--- src/rtl/dmem_access_arbiter.sv ---
// dmem_access_arbiter
// Shares the single-port data memory between the MEM stage (P) and the
// debug/program loader (D). Round-robin grant, fixed-latency access on the
// memory port, a one-cycle ack per transaction and a stall back to the pipeline.
module dmem_access_arbiter #(
  parameter int unsigned ADDR_W  = 32,
  parameter int unsigned DATA_W  = 32,
  parameter int unsigned MEM_LAT = 2   // legal range 1..15
) (
  input  logic              clk,
  input  logic              reset,
  // MEM-stage requester
  input  logic              p_req,
  input  logic              p_we,
  input  logic [ADDR_W-1:0] p_addr,
  input  logic [DATA_W-1:0] p_wdata,
  output logic [DATA_W-1:0] p_rdata,
  output logic              p_ack,
  output logic              stall,
  // loader requester
  input  logic              d_req,
  input  logic              d_we,
  input  logic [ADDR_W-1:0] d_addr,
  input  logic [DATA_W-1:0] d_wdata,
  output logic [DATA_W-1:0] d_rdata,
  output logic              d_ack,
  // data_memory side
  output logic [ADDR_W-1:0] m_addr,
  output logic [DATA_W-1:0] m_wdata,
  output logic              m_read,
  output logic              m_write,
  input  logic [DATA_W-1:0] m_rdata
);

  // Counter load value: the access occupies MEM_LAT cycles, counting down to 0.
  localparam logic [3:0] CNT_LOAD = 4'(MEM_LAT - 1);

  typedef enum logic [1:0] {IDLE, ACCESS, DONE} state_e;

  state_e            state_q, state_d;
  logic              last_d_q, last_d_d;   // 1 when the loader held the most recent grant
  logic              gnt_d_q, gnt_d_d;     // 1 when the current transaction is the loader's
  logic [3:0]        cnt_q, cnt_d;
  logic [ADDR_W-1:0] addr_q, addr_d;
  logic [DATA_W-1:0] wdata_q, wdata_d;
  logic              we_q, we_d;
  logic [DATA_W-1:0] p_rdata_q, p_rdata_d;
  logic [DATA_W-1:0] d_rdata_q, d_rdata_d;

  // Next-state, grant and memory-port outputs for the IDLE -> ACCESS -> DONE sequence.
  always_comb begin
    // NOTE: every signal gets its default before the case so that no path
    // leaves one unassigned, which would otherwise infer a latch.
    state_d   = state_q;
    last_d_d  = last_d_q;
    gnt_d_d   = gnt_d_q;
    cnt_d     = cnt_q;
    addr_d    = addr_q;
    wdata_d   = wdata_q;
    we_d      = we_q;
    p_rdata_d = p_rdata_q;
    d_rdata_d = d_rdata_q;
    m_addr    = '0;
    m_wdata   = '0;
    m_read    = 1'b0;
    m_write   = 1'b0;
    p_ack     = 1'b0;
    d_ack     = 1'b0;

    unique case (state_q)
      IDLE: begin
        if (p_req || d_req) begin
          // On a tie the requester that did not win last time goes first.
          gnt_d_d  = d_req && (!p_req || !last_d_q);
          last_d_d = gnt_d_d;
          addr_d   = gnt_d_d ? d_addr  : p_addr;
          wdata_d  = gnt_d_d ? d_wdata : p_wdata;
          we_d     = gnt_d_d ? d_we    : p_we;
          cnt_d    = CNT_LOAD;
          state_d  = ACCESS;
        end
      end
      ACCESS: begin
        m_addr  = addr_q;
        m_wdata = wdata_q;
        m_read  = !we_q;
        // Only the first access cycle writes, so each write is a single edge.
        m_write = we_q && (cnt_q == CNT_LOAD);
        if (cnt_q == 4'd0) begin
          state_d = DONE;
          if (gnt_d_q) d_rdata_d = we_q ? '0 : m_rdata;
          else         p_rdata_d = we_q ? '0 : m_rdata;
        end else begin
          cnt_d = cnt_q - 4'd1;
        end
      end
      DONE: begin
        p_ack   = !gnt_d_q;
        d_ack   = gnt_d_q;
        state_d = IDLE;
      end
      default: state_d = IDLE;
    endcase
  end

  // State and datapath registers with synchronous reset; reset also aborts an access.
  always_ff @(posedge clk) begin
    // NOTE: non-blocking assignments so every register samples pre-edge values.
    if (reset) begin
      state_q   <= IDLE;
      last_d_q  <= 1'b1;
      gnt_d_q   <= 1'b0;
      cnt_q     <= 4'd0;
      addr_q    <= '0;
      wdata_q   <= '0;
      we_q      <= 1'b0;
      p_rdata_q <= '0;
      d_rdata_q <= '0;
    end else begin
      state_q   <= state_d;
      last_d_q  <= last_d_d;
      gnt_d_q   <= gnt_d_d;
      cnt_q     <= cnt_d;
      addr_q    <= addr_d;
      wdata_q   <= wdata_d;
      we_q      <= we_d;
      p_rdata_q <= p_rdata_d;
      d_rdata_q <= d_rdata_d;
    end
  end

  assign p_rdata = p_rdata_q;
  assign d_rdata = d_rdata_q;
  assign stall   = p_req & ~p_ack;

endmodule
--- config.mk ---
export PLATFORM = sky130hd
export DESIGN_NAME = dmem_access_arbiter
export DESIGN_NICKNAME = d
export VERILOG_FILES = /design/src/rtl/dmem_access_arbiter.sv
export SDC_FILE = /design/constraint.sdc
export NUM_CORES = 1
export LEC_CHECK = 0
export CELL_PAD_IN_SITES_DETAIL_PLACEMENT = 1
export CELL_PAD_IN_SITES_GLOBAL_PLACEMENT = 1
export CORE_MARGIN = 1.5
export CORE_UTILIZATION = 32
export CTS_BUF_LIST = sky130_fd_sc_hd__clkbuf_8
export DETAILED_ROUTE_END_ITERATION = 8
export PLACE_DENSITY = 0.84
export SLEW_MARGIN = 20
export SYNTH_ARGS = -nofsm -noshare
export SYNTH_HDL_FRONTEND = slang
export SYNTH_SLANG_ARGS = --single-unit
--- constraint.sdc ---
create_clock -name clk -period 2.4 [get_ports clk]
set_clock_uncertainty 0.1 [all_clocks]
set_input_delay 0.72 -clock clk [delete_from_list [all_inputs] [get_ports clk]]
set_output_delay 0.72 -clock clk [all_outputs]
set_load 0.03 [all_outputs]
After elaboration in Yosys (flattened, before gate mapping)
Cells that the tools add are included.
{"block": "totals", "register_bits": 137, "latchBits": 0, "ramBits": 0, "rom_bits": 0, "inputBits": 166, "memories": 0}
{"block": "op_classes", "n_addsub": 1, "multipliers": 0, "div_mod_pow": 0, "n_lt_le_gt_ge": 0, "n_eq_ne": 6, "shift": 0, "muxes": 16, "n_bitwise": 3, "n_reduce_logical": 16}
{"op": "$mux 32", "count": 5}
{"op": "$reduce_and 3->1", "count": 3}
{"op": "$mux 4", "count": 2}
{"op": "$pmux 4 s2", "count": 1}
{"op": "$ne 2x2->1 const B", "count": 3}
{"op": "$mux 1", "count": 5}
{"op": "$eq 4x1->1 const B", "count": 1}
{"op": "$logic_not 1->1", "count": 4}
{"op": "$logic_not 4->1", "count": 1}
{"op": "$mux 2", "count": 2}
{"op": "$pmux 2 s2", "count": 1}
{"op": "$reduce_and 2->1", "count": 2}
{"op": "$sub 4x1->4 const B", "count": 1}
{"op": "$eq 2x1->1 const B", "count": 1}
{"op": "$eq 2x2->1 const B", "count": 1}
{"op": "$logic_and 1x1->1", "count": 2}
{"op": "$logic_not 2->1", "count": 1}
{"op": "$logic_or 1x1->1", "count": 2}
{"op": "$not 1->1", "count": 2}
{"op": "$reduce_bool 2->1", "count": 1}
{"op": "$and 1x1->1", "count": 1}

Longest topological paths before layout
{"block": "logic_depth", "depth_word": 4, "ltp_mapped": 6, "ltp_nobuf": 5}

Worst setup path after synthesis
OpenSTA, ideal clock, no wires.
{"block": "synth_timing", "path_type": "reg2out", "startpoint": "reg state_q[1]", "endpoint": "out stall", "t_arrival_ns": 1.488, "t_required_ns": 1.580, "slack_ns": 0.092, "stages_incl_launch_ff": 3, "path_cell_list": "dfxtp_1 -> nor3b_1 -> nor2b_1"}
{"block": "synth_between", "elab_chain_len": 4}
{"item": "from (decl)", "line_no": "40", "text": "state_e state_q, state_d;"}
{"item": "from (signal assigned)", "line_no": "120", "text": "state_q <= state_d;"}
{"item": "$eq 2x2->1", "line_no": "70", "text": "unique case (state_q)"}
{"item": "$mux 1", "line_no": "70"}
{"item": "net p_ack", "line_no": "18", "text": "output logic p_ack,"}
{"item": "$not 1->1", "line_no": "134", "text": "assign stall = p_req & ~p_ack;"}
{"item": "$and 1x1->1", "line_no": "134"}
{"item": "to (decl)", "line_no": "19", "text": "output logic stall,"}
The timed path passes the listed nets, and every way through them passes these cells.

Final worst setup path
{"block": "layout_timing", "startpoint": "reg state_q[0]", "endpoint": "out m_addr[19]"}
{"block": "layout_between", "elab_chain_len": 2}
{"item": "$eq 2x1->1", "line_no": "70"}
{"item": "$mux 32", "line_no": "70"}
{"item": "to (decl)", "line_no": "28", "text": "output logic [ADDR_W-1:0] m_addr,"}
No other way between the ends.

==> results.yml <==
synth:
  synth-warning-count: 0
  yosys.area.top_type_share: 0.431
  syn-num-nets: 752
  synth.top_cells.by_area: "sky130_fd_sc_hd__dfxtp_1, sky130_fd_sc_hd__mux2i_1, sky130_fd_sc_hd__o2bb2ai_2"
  synth_sequential_area_ratio: 0.431
  syn_area_per_cell_um2: 10.9
  mapped_cells: 583
  netlist_area_um2: 6360
  synth-seq-cells: 137
  synth_cell_types: 38
  library_cell_with_the_largest_summed_area_after_synthesis: "sky130_fd_sc_hd__dfxtp_1"
floorplanning:
  dieHeight_um: 144
  floorplan.io_pins: 299
  effective_utilization_at_floorplan: 0.327
  core_area_um2: 19500
  die-width_um: 144
  die_area_um2: 20700
  floorplan.rows: 51
job:
  maxCapViolCount: 0
global_routing:
  pin_count_of_the_biggest_net_entering_global_routing: 42
  grt_first_pass_wirelength_um: 32300
  grt_antenna_before_repair: 1
  grt.overflow.total: 0
  first_global_vias: 6057
  grt_use_total: 0.205
worst_hold_path:
  type_of_the_most_critical_hold_path: "reg -> reg"
critical_path:
  timing.critical_path.slowest_cell_delay_ns: 0.33
  setup.reg_to_reg.worst_slack_ns: 0.45
  slowest_library_cell_on_the_worst_path: "sky130_fd_sc_hd__dfxtp_2"
  critPathMaxFanout: 10
  crit_path_required_time_ns: 1.58
  crit_buf_inv: 3
  timing.critical_path.max_delay_family: "buffers and inverters"
  timing.critical_path.to_type: "primary output"
  setup.worst_path.start_class: "flop"
  critPathArrivalTime_ns: 1.59
  crit_path_cell_trace: "nor2b_4 -> buf_4 -> clkbuf_16 -> and2_1 -> buf_6"
  setup.worst_path.class: "reg -> out"
placement:
  placement.io_buffers: 298
  dpl.hpwl_um: 15500
  dp.cells: 1138
  post-place-ws_ns: -0.0764
  gp_routability_congestion: 0.804
clock_network:
  cts_root_buffer_type: "sky130_fd_sc_hd__clkbuf_8"
  holdBufCountCts: 0
  path_clk_slew_ns: 0.09
  cts-htree-levels: 4
  tritoncts_num_sinks: 137
  clk_path_buf_depth: 2
  worstSkewPairLatency_ns: 0.44
  tritoncts: "yes"
  tritoncts.num_buffers: 17
routing:
  avgViaCountPerCell: 4.83
  wl_per_cell_um: 19.1
  drc_errors: 0
  drt_wl_total_um: 22600
  via_count: 5708
  detailedRoute.firstIterationViolations: 170
  drt_pre_antenna_iters: 4
  antenna_violating_nets_post_route: 0
layout:
  commonest_cells_after_routing_fill_and_taps_aside: "sky130_fd_sc_hd__clkdlybuf4s50_1, sky130_fd_sc_hd__dfxtp_1, sky130_fd_sc_hd__mux2i_1"
  final_util: 0.544
  final.fill_count: 2077
  fin_nets: 1073
  multi_input_comb_area_um2: 3450
  final-seq-area_um2: 2750
  areaGrowthSynthToFinish_pct: 66.6
  post_route_cells_drive_above_1_share: 0.268
  layout.cells.non_filler: 1183
  final_common_cell: "sky130_fd_sc_hd__clkdlybuf4s50_1"
timing:
  worst_slew_margin_rel: 0.558
  clock.fmax_mhz: 415
  report.final.hold_viol_count: 0
  rsz0062_at_grt: "yes"
  fin_setup_tns_ns: -0.00950
  fin_crit_period_ns: 2.41
  final-setup-viol-count: 1
  timing.final.max_slew_violations: 0
  tightestPinTransition_ns: 0.662
  layout_worst_path_cycle_share: 1.00
  setup_slack_ns: -0.00950
power:
  totalPowerFinal_mw: 6.37
  power.density_cell_area_nw_per_um2: 602
  p_seq_frac: 0.408
  pwr-share-clk: 0.298
  internal_power_component_mw: 4.30
  total_leakage_power_nw: 4.50
  vdd.ir_drop.worst_uv: 297
  power_frac_comb: 0.294
  netSwitchingPower_mw: 2.08
  netSwitchingFraction: 0.326
status:
  status: "complete, but fails checks"
  violations: "negative setup slack"
==> what timing repair did <==
action	CTS	global route
pin swaps	0	6
hold endpoints to repair	0	0
setup buffers	3	3
endpoints found under the setup margin	62	69
gates cloned	2	4
resized for setup	43	57
==> per-layer routing <==
metal,wire (um),part of all wire,GRT usage
met5,0,0,0
met3,1520,0.067,0.0636
met4,389,0.017,0.0682
met1,8990,0.40,0.223
met2,11700,0.52,0.375
==> path summary, 6_finish.rpt <==
| path | start | end | cells past startpoint |
|---|---|---|---|
| setup / recovery | state_q[0]$_SDFFE_PP0P_ | m_addr[19] | 5 |
| hold / removal | wdata_q[29]$_SDFFE_PP0P_ | wdata_q[29]$_SDFFE_PP0P_ | 1 |
| setup reg to reg | cnt_q[0]$_SDFFE_PP0P_ | cnt_q[0]$_SDFFE_PP0P_ | 5 |
| hold reg to reg | wdata_q[29]$_SDFFE_PP0P_ | wdata_q[29]$_SDFFE_PP0P_ | 1 |
==> cells by family after synthesis <==
logic type                 Yosys count  share of synthesized area
and+or+nand+nor                    183                      0.163
adders and majority gates            3                    0.00591
AOI/OAI and AO/OA                   78                      0.155
buffers and inverters               53                     0.0419
DFF                                137                      0.431
muxes                              129                      0.203
==> synthesized netlist by cell type <==
cell type / count
sky130_fd_sc_hd__a21boi_0: 2
sky130_fd_sc_hd__a21boi_2: 1
sky130_fd_sc_hd__a21oi_1: 1
sky130_fd_sc_hd__a22o_1: 1
sky130_fd_sc_hd__and2_1: 65
sky130_fd_sc_hd__and3b_1: 1
sky130_fd_sc_hd__and4_1: 2
sky130_fd_sc_hd__buf_1: 3
sky130_fd_sc_hd__buf_2: 15
sky130_fd_sc_hd__buf_4: 1
sky130_fd_sc_hd__buf_6: 6
sky130_fd_sc_hd__clkbuf_1: 25
sky130_fd_sc_hd__dfxtp_1: 137
sky130_fd_sc_hd__ha_1: 3
sky130_fd_sc_hd__inv_1: 3
sky130_fd_sc_hd__mux2i_1: 129
sky130_fd_sc_hd__nand2_1: 64
sky130_fd_sc_hd__nand2b_1: 1
sky130_fd_sc_hd__nand3b_1: 32
sky130_fd_sc_hd__nand4_1: 1
sky130_fd_sc_hd__nand4b_1: 1
sky130_fd_sc_hd__nor2_1: 3
sky130_fd_sc_hd__nor2b_1: 2
sky130_fd_sc_hd__nor3_1: 2
sky130_fd_sc_hd__nor3b_1: 2
sky130_fd_sc_hd__nor4b_1: 1
sky130_fd_sc_hd__o211a_1: 1
sky130_fd_sc_hd__o21a_1: 2
sky130_fd_sc_hd__o21ai_0: 2
sky130_fd_sc_hd__o21ba_2: 1
sky130_fd_sc_hd__o221ai_1: 1
sky130_fd_sc_hd__o22ai_1: 1
sky130_fd_sc_hd__o2bb2ai_1: 15
sky130_fd_sc_hd__o2bb2ai_2: 50
sky130_fd_sc_hd__or2_1: 1
sky130_fd_sc_hd__or3_1: 3
sky130_fd_sc_hd__or3_4: 1
sky130_fd_sc_hd__or4_1: 1
==> per-stage QoR <==
stage                     hold WS (ns)  cell area (um^2)
after global routing             0.379             10600
after global placement           0.337              9750
final                            0.361             10600
after CTS                        0.365             10300
after detailed placement         0.339              9750
after floorplan                  0.324              6360
==> power groups by stage <==
stage,clock (mW),sequential [mW],combinational [mW]
3_3_place_gp,0,2.64,1.65
6_report,1.90,2.60,1.87
2_1_floorplan,0,2.71,0.824
4_1_cts,1.97,2.60,1.77
3_5_place_dp,0,2.64,1.68
5_1_grt,2.06,2.62,1.97
==> sequential cells by signal, summed over array words and instances (netlist names) <==
name,count
addr_q,32
cnt_q,4
d_rdata,32
gnt_d_q,1
last_d_q,1
p_rdata,32
state_q,2
wdata_q,32
we_q,1
==> layout make-up <==
class	count	share of cell area
clock inverter	15	0.0145
antenna	1	0.000236
timing repair buffer	352	0.345
multi-input combinational	393	0.326
sequential	137	0.259
inverter	3	0.00106
tap	265	0.0313
clock buffer	17	0.0221
No activity file was read; power rests on OpenSTA's default activity.
